==> src/rtl/pc_fetch_unit.sv <==
// pc_fetch_unit: program-counter stage feeding the instruction memory.
// Holds the architectural PC, selects the next PC (seq/branch/jump/jr),
// drives the IMEM word address and counts PC advances. A misaligned redirect
// target traps into HALT; HALT is left only through reset.
// Optional feature: define PC_EXC_EN to add exception entry (exc_req) and
// return (eret) with an exception PC register (epc_out).
module pc_fetch_unit #(
  parameter logic [31:0] RESET_PC   = 32'h0040_0000,
  parameter int unsigned IMEM_AW    = 11
`ifdef PC_EXC_EN
  ,
  parameter logic [31:0] EXC_VECTOR = 32'h0040_0004
`endif
) (
  input  logic               clk,
  input  logic               rst_n,
  input  logic               stall,
  input  logic               halt_req,
  input  logic [2:0]         pc_sel,
  input  logic               br_taken,
  input  logic [15:0]        br_imm,
  input  logic [25:0]        j_index,
  input  logic [31:0]        jr_target,
  output logic [31:0]        pc,
  output logic [31:0]        pc_plus4,
  output logic [IMEM_AW-1:0] imem_addr,
  output logic               fetch_valid,
  output logic [1:0]         state,
  output logic               misalign_err,
  output logic [31:0]        fetch_cnt
`ifdef PC_EXC_EN
  ,
  input  logic               exc_req,
  input  logic               eret,
  input  logic [31:0]        epc_in,
  output logic [31:0]        epc_out
`endif
);

  typedef enum logic [1:0] {
    ST_BOOT = 2'b00,
    ST_RUN  = 2'b01,
    ST_HALT = 2'b10
  } state_t;

  state_t      state_q, state_d;
  logic [31:0] pc_q, pc_d;
  logic [31:0] cnt_q, cnt_d;
  logic        err_q, err_d;
  logic [31:0] next_pc;
  logic [31:0] br_off;
`ifdef PC_EXC_EN
  logic [31:0] epc_q, epc_d;
`endif

  assign pc_plus4     = pc_q + 32'd4;
  assign br_off       = {{14{br_imm[15]}}, br_imm, 2'b00};
  // Offset from the IMEM base, truncated to the word address; wraps silently.
  assign imem_addr    = IMEM_AW'((pc_q - RESET_PC) >> 2);
  assign fetch_valid  = (state_q == ST_RUN) && !stall;
  assign state        = state_q;
  assign pc           = pc_q;
  assign misalign_err = err_q;
  assign fetch_cnt    = cnt_q;
`ifdef PC_EXC_EN
  assign epc_out      = epc_q;
`endif

  // Next-PC selection; reserved encodings fall back to sequential.
  always_comb begin
    next_pc = pc_plus4;
    case (pc_sel)
      3'b001:  next_pc = br_taken ? (pc_plus4 + br_off) : pc_plus4;
      3'b010:  next_pc = {pc_plus4[31:28], j_index, 2'b00};
      3'b011:  next_pc = jr_target;
      default: next_pc = pc_plus4;
    endcase
  end

  // Next-state logic: exception > stall > halt_req > misalign > normal update.
  always_comb begin
    state_d = state_q;
    pc_d    = pc_q;
    cnt_d   = cnt_q;
    err_d   = err_q;
`ifdef PC_EXC_EN
    epc_d   = epc_q;
    if (exc_req && (state_q != ST_BOOT)) begin
      epc_d   = pc_q;
      pc_d    = EXC_VECTOR;
      state_d = ST_RUN;
      cnt_d   = cnt_q + 32'd1;
    end else
`endif
    begin
      case (state_q)
        ST_BOOT: state_d = ST_RUN;
        ST_RUN: begin
          if (!stall) begin
            if (halt_req) begin
              state_d = ST_HALT;
            end
`ifdef PC_EXC_EN
            else if (eret) begin
              pc_d  = epc_in + 32'd4;
              cnt_d = cnt_q + 32'd1;
            end
`endif
            else if (next_pc[1:0] != 2'b00) begin
              err_d   = 1'b1;
              state_d = ST_HALT;
            end else begin
              pc_d  = next_pc;
              cnt_d = cnt_q + 32'd1;
            end
          end
        end
        default: ;
      endcase
    end
  end

  // State registers with synchronous active-low reset.
  always_ff @(posedge clk) begin
    if (!rst_n) begin
      state_q <= ST_BOOT;
      pc_q    <= RESET_PC;
      cnt_q   <= '0;
      err_q   <= 1'b0;
`ifdef PC_EXC_EN
      epc_q   <= '0;
`endif
    end else begin
      state_q <= state_d;
      pc_q    <= pc_d;
      cnt_q   <= cnt_d;
      err_q   <= err_d;
`ifdef PC_EXC_EN
      epc_q   <= epc_d;
`endif
    end
  end

endmodule

==> config.mk <==
export PLATFORM = sky130hd
export DESIGN_NAME = pc_fetch_unit
export DESIGN_NICKNAME = d
export VERILOG_FILES = /design/src/rtl/pc_fetch_unit.sv
export SDC_FILE = /design/constraint.sdc
export NUM_CORES = 1
export LEC_CHECK = 0
export ABC_AREA = 1
export BUFFER_PORTS_ARGS = -buffer_cell sky130_fd_sc_hd__buf_2
export CORE_MARGIN = 8
export CORE_UTILIZATION = 40
export CTS_CLUSTER_SIZE = 28
export DETAILED_ROUTE_END_ITERATION = 16
export PLACE_DENSITY_LB_ADDON = 0.05
export SLEW_MARGIN = 5
export SYNTH_ARGS = -nofsm -noshare
export SYNTH_HDL_FRONTEND = slang
export SYNTH_SLANG_ARGS = --single-unit
==> constraint.sdc <==
create_clock -name clk -period 3.6 [get_ports clk]
set_clock_uncertainty 0.05 [all_clocks]
set_input_delay 0.72 -clock clk [delete_from_list [all_inputs] [get_ports clk]]
set_output_delay 0.72 -clock clk [all_outputs]
set_load 0.02 [all_outputs]
==> After elaboration in Yosys (flattened, before gate mapping) <==
Index checks and enable logic that the tools add are counted.
{ "totals": {"n_memories": 0, "romBits": 0, "latch_bits": 0, "register_bits": 67, "ram_bits": 0, "word_cells": 31, "output_inout_bits": 111} }
{ "op_classes": {"n_eq_ne": 6, "shift": 0, "muxes": 6, "n_reduce_logical": 8, "bitwise_logic": 3, "n_mul": 0, "div_mod_pow": 0, "magnitude_cmp": 0, "addsub": 4} }
{ "op_table": {"columns": ["cell", "n"], "rows": [
  ["32-bit one-hot mux with 3 select lines", 1],
  ["32-bit by 1-bit adder with 32-bit output, second input constant", 1],
  ["32-bit by 3-bit adder with 32-bit output, second input constant", 1],
  ["32-bit adder", 1],
  ["32-bit two-way mux", 1],
  ["13-bit by 1-bit subtractor with 13-bit output, second input constant", 1],
  ["4-bit AND reduction", 2],
  ["3-bit by 2-bit equality test with 1-bit output, second input constant", 2],
  ["2-bit two-way mux", 3],
  ["2-bit one-hot mux with 2 select lines", 1],
  ["2-bit nonzero test", 2],
  ["3-bit by 1-bit equality test with 1-bit output, second input constant", 1],
  ["3-bit by 2-bit inequality test with 1-bit output, second input constant", 1],
  ["1-bit NOT", 3],
  ["3-bit AND reduction", 1],
  ["2-bit by 1-bit equality test with 1-bit output, second input constant", 1],
  ["2-bit logical NOT", 1],
  ["2-bit inequality test, second input constant", 1],
  ["1-bit logical AND", 1],
  ["1-bit logical NOT", 1]
]} }

==> Logic depth before layout (Yosys ltp) <==
{ "logic_depth": {"ltp_word": 9, "ltp_mapped": 26} }

==> Worst setup path after synthesis <==
OpenSTA, ideal clock, no wires.
{ "synth_path": {"path_type": "reg-to-reg", "startpoint": "reg pc_q[2] (netlist: pc[2])", "endpoint": "reg pc_q[31] (netlist: pc[31])", "t_required_ps": 3481, "slack_ps": 523, "stages_incl_launch_ff": 25, "arrival_ps": 2958, "synth_period_minus_slack_ps": 3077, "setup_ps": 69, "n_path_buf": 0, "cell_sequence": "dfxtp_1 ha_1 nand2_1 nor2_2 nand2_1 inv_2 nand4_1 nor2_1 xor2_1 inv_1 ha_1 inv_1 nor3_1 nand2_1 inv_1 nand2_1 nand2_1 inv_1 nand2_1 nand2_1 nand3_1 nand2_1 nand2_1 nand2_1 a21oi_2"} }
{ "synth_between": {"elab_chain_cells": 4} }
{ "synth_rtl": {"columns": ["item", "line", "text"], "rows": [
  ["start: declaration", "47", "logic [31:0] pc_q, pc_d;"],
  ["start signal: assignment", "135", "pc_q <= pc_d;"],
  ["32-bit by 3-bit adder with 32-bit output", "56", "assign pc_plus4 = pc_q + 32'd4;"],
  ["named net pc_plus4[30]", "25", "output logic [31:0] pc_plus4,"],
  ["32-bit adder", "73", "3'b001: next_pc = br_taken ? (pc_plus4 + br_off) : pc_plus4;"],
  ["32-bit two-way mux", "73", null],
  ["32-bit one-hot mux with 3 select lines", "72", "case (pc_sel)"]
]} }
The timed path passes the listed nets, and every way through them passes these cells.
A chain may end at the register's enable or synchronous reset.

==> Worst setup path in the final report <==
{ "layout_path": {"startpoint": "reg pc_q[2] (netlist: pc[2])", "endpoint": "reg pc_q[23] (netlist: pc[23])"} }
{ "layout_between": {"elab_chain_cells": 4} }
{ "layout_rtl": {"columns": ["item", "line"], "rows": [
  ["32-bit by 3-bit adder with 32-bit output (*)", "56"],
  ["32-bit adder", "73"],
  ["32-bit two-way mux", "73"],
  ["32-bit one-hot mux with 3 select lines (*)", "72"]
]} }
Mark *: on every way between the ends. The rest lies on a longest branch, timed or not.

==> impl_metrics.toml <==
[floorplanning]
start_util_pct = 40.2
rows = 48
dieWidth_um = 147
dieArea_mm2 = 0.0216
die_height_um = 147
ioPinCount = 193
fp.coreArea_mm2 = 0.0171

[clocking]
clk_pin_slew_ns = 0.06
clk_path_buf_depth = 2
numClockSinks = 67
root_buffer = "clkbuf_16"
htree_levels = 3
ctsHoldBuffers = 0
insertion_delay_ns = 0.33
numCtsBuffers = 9
post_cts_buffers = 0
cts_resized = 0
cts_tree = "yes"

[layout]
num_antenna_cells = 0
drive_gt1_share_pct = 25.8
syn2layout_area_growth_pct = 27.5
nNetsFinal = 1487

[place]
post-dp-hpwl_mm = 21.8
port-buffer-count = 192
dp_slack_ns = 0.0635
place_congestion = 0.914

[timing]
setup_violations = 0
period_needed_ns = 3.35
finalCritPeriodShare_pct = 92.9
slew_violations = 0
finalWorstSetupSlack_ns = 0.255
worst_slew_pin_slew_ns = 0.774
fmax_ghz = 0.299
hold_ws_ns = 0.412
relSlewSlack_pct = 48.4
hold_viol = 0

[synthesis]
syn_area_per_cell_um2 = 5.99
syn-num-nets = 1265
synthArstFlopShare_pct = 0
yosysTopAreaCellShare_pct = 19.6
syn_inst = 1145
yosysSeqAreaShare_pct = 19.6
yosys-top-cells-count = "nand2_1, inv_1, nor2_1"
synth_top_cell_by_area = "dfxtp_1"
synth_ff_type = "dfxtp_1"
ys_ff_latch = 67
yosys_warnings = 0
post-synth-top-count-cell = "nand2_1"
netlist_area_mm2 = 0.00686
ys_top_cells_by_area = "dfxtp_1, nand2_1, inv_1"
synth.distinct_cells = 52
synth_edf_count = 0

[worst_setup_path]
cp_common_cell = "nand2_1"
path_cells = "ha_4 > nand2_1 > nor2_4 > nand2_1 > inv_2 > or2_2 > o21ai_0 > inv_1 > ha_1 > a21oi_1 > nand2_1 > a21oi_1 > nand2_1 > nand2_1 > nand2_1 > nand2_1 > nand2_1 > o21ai_1 > nand2_1 > nand2_1 > a21oi_1"
path_max_fanout = 7
cp.arrival_ns = 3.49
worstSetupEndpointType = "flop"
r2r-start = "pc[2]"
slowest_stage = "dfxtp_2"
critical_path.max_stage_delay_ns = 0.37
r2r_slack_ns = 0.25
rr_worst_depth = 21
r2r_end = "pc[23]"
path_class = "flop to flop"
start_kind = "flop"
critPathRequiredTime_ns = 3.75

[outcome]
outcome = "complete, no violations"

[global_routing]
grt_antenna_before_repair = 0
grt_overflow = 0
grtUsageMet2_pct = 37.1
grt_pass1_wl_mm = 41.4
met3_usage_pct = 5.17
use_met1_pct = 32.8
track_usage_pct = 23.6
grt.busiest_layer = "met2"
grt_pass1_vias = 7786
grt_max_degree = 39

[power]
internal-power_w = 0.00167
p_sw_w = 0.000759
pwr-share-seq_pct = 32.2
swShare_pct = 31.3
p_leak_nw = 4.48
powerDensity_mw_per_mm2 = 278
p_clk_share_pct = 43.2
comb_power_share_pct = 24.6
peakVddDrop_v = 0.000218

[route]
wirelength_mm = 26.2
drtPass1Iterations = 5
via_per_inst = 5.10
wl_per_cell_um = 16.4
drt-initial-drc-count = 514
route.detailed.drc = 0
num_vias = 8142
postRouteAntennaNets = 0

[worst_hold_path]
worstHoldEndpoint = "pc[1]"
holdPathStages = 2
hold_start = "pc[1]"
hp-class = "flop to flop"

[flow_run]
drv_cap = 0
[per-stage QoR]
step           instance area [um^2]  power [W]    TNS, ns  instances  utilization [%]
5_1_grt                        8750    0.00254  -0.000238       1597             51.3
3_5_place_dp                   8330    0.00138          0       1581             48.9
2_1_floorplan                  6860    0.00116          0       1145                -
6_report                       8750    0.00243          0       1597             51.3
3_3_place_gp                   8330    0.00138          0       1581             48.9
4_1_cts                        8680    0.00244          0       1597             50.9
[cell type report]
type                       count  area (um^2)
clock buffer                  10          239
inverter                     177          668
timing repair buffer         248         1380
sequential                    67         1350
clock inverter                 6          113
fill                        1827         8310
tap                          225          282
multi-input combinational    864         4720
[placed cells by master (no fill, tap or decap), types with 10 or more instances in the layout]
cell / instances
xor2_1: 16
o211ai_1: 11
a221oi_1: 13
dfxtp_1: 63
o21ai_1: 11
nor2_2: 10
nor3_1: 15
nor2_1: 106
nand3_1: 62
o21ai_0: 36
nand4_1: 26
buf_4: 56
a21oi_1: 92
buf_2: 192
inv_2: 15
a22oi_1: 12
ha_1: 36
nand2_1: 315
nor3_2: 11
inv_1: 160
[kinds of logic (layout without fill, tap and decap cells)]
kind of cell	count (synthesis)	count (layout)	synth area share, %
AND/OR/NAND/NOR	594	594	39.8
flip-flops	67	67	19.6
buffers and inverters	214	441	12.6
XOR/XNOR	24	24	3.06
adder cells (fa/ha/maj)	38	38	7.04
AO/OA/AOI/OAI	208	208	17.9
[how the worst max path moves through the flow]
stage          start      to  slack (ns)  cells after the start
6_report       pc[2]  pc[23]        0.25                     21
4_1_cts        pc[2]  pc[25]        0.03                     20
2_1_floorplan  pc[2]  pc[31]        0.52                     24
3_3_place_gp   pc[2]  pc[25]        0.07                     20
5_1_grt        pc[2]  pc[31]     -0.0002                     24
3_5_place_dp   pc[2]  pc[25]        0.06                     20
[power groups by stage]
| stage | registers, W | clock network (W) | logic, W |
|---|---|---|---|
| CTS | 0.000779 | 0.00107 | 0.000591 |
| global placement | 0.000796 | 0 | 0.000589 |
| detailed placement | 0.000796 | 0 | 0.000588 |
| floorplan | 0.000816 | 0 | 0.000346 |
| global route | 0.000783 | 0.00109 | 0.000662 |
| finish | 0.000781 | 0.00105 | 0.000597 |
[registers in the layout, indices dropped and copies added (netlist names)]
signal        count
fetch_cnt        32
pc               32
state             2
misalign_err      1
[routing by layer]
layer / part of all wire [%] / up-vias
met5: 0 / -
met4: 1.2 / 0
met3: 7.4 / 21
met2: 44 / 289
met1: 47 / 3628
li1: - / 4204
[worst max-delay path: cells and delay by family, from the launching register on]
family	cells	cell delay [ns]
buffers and inverters	2	0.25
AO/OA/AOI/OAI	5	0.68
AND/OR/NAND/NOR	12	1.29
flip-flops	1	0.37
adder cells (fa/ha/maj)	2	0.56
Power figures use the tool's default switching activity.
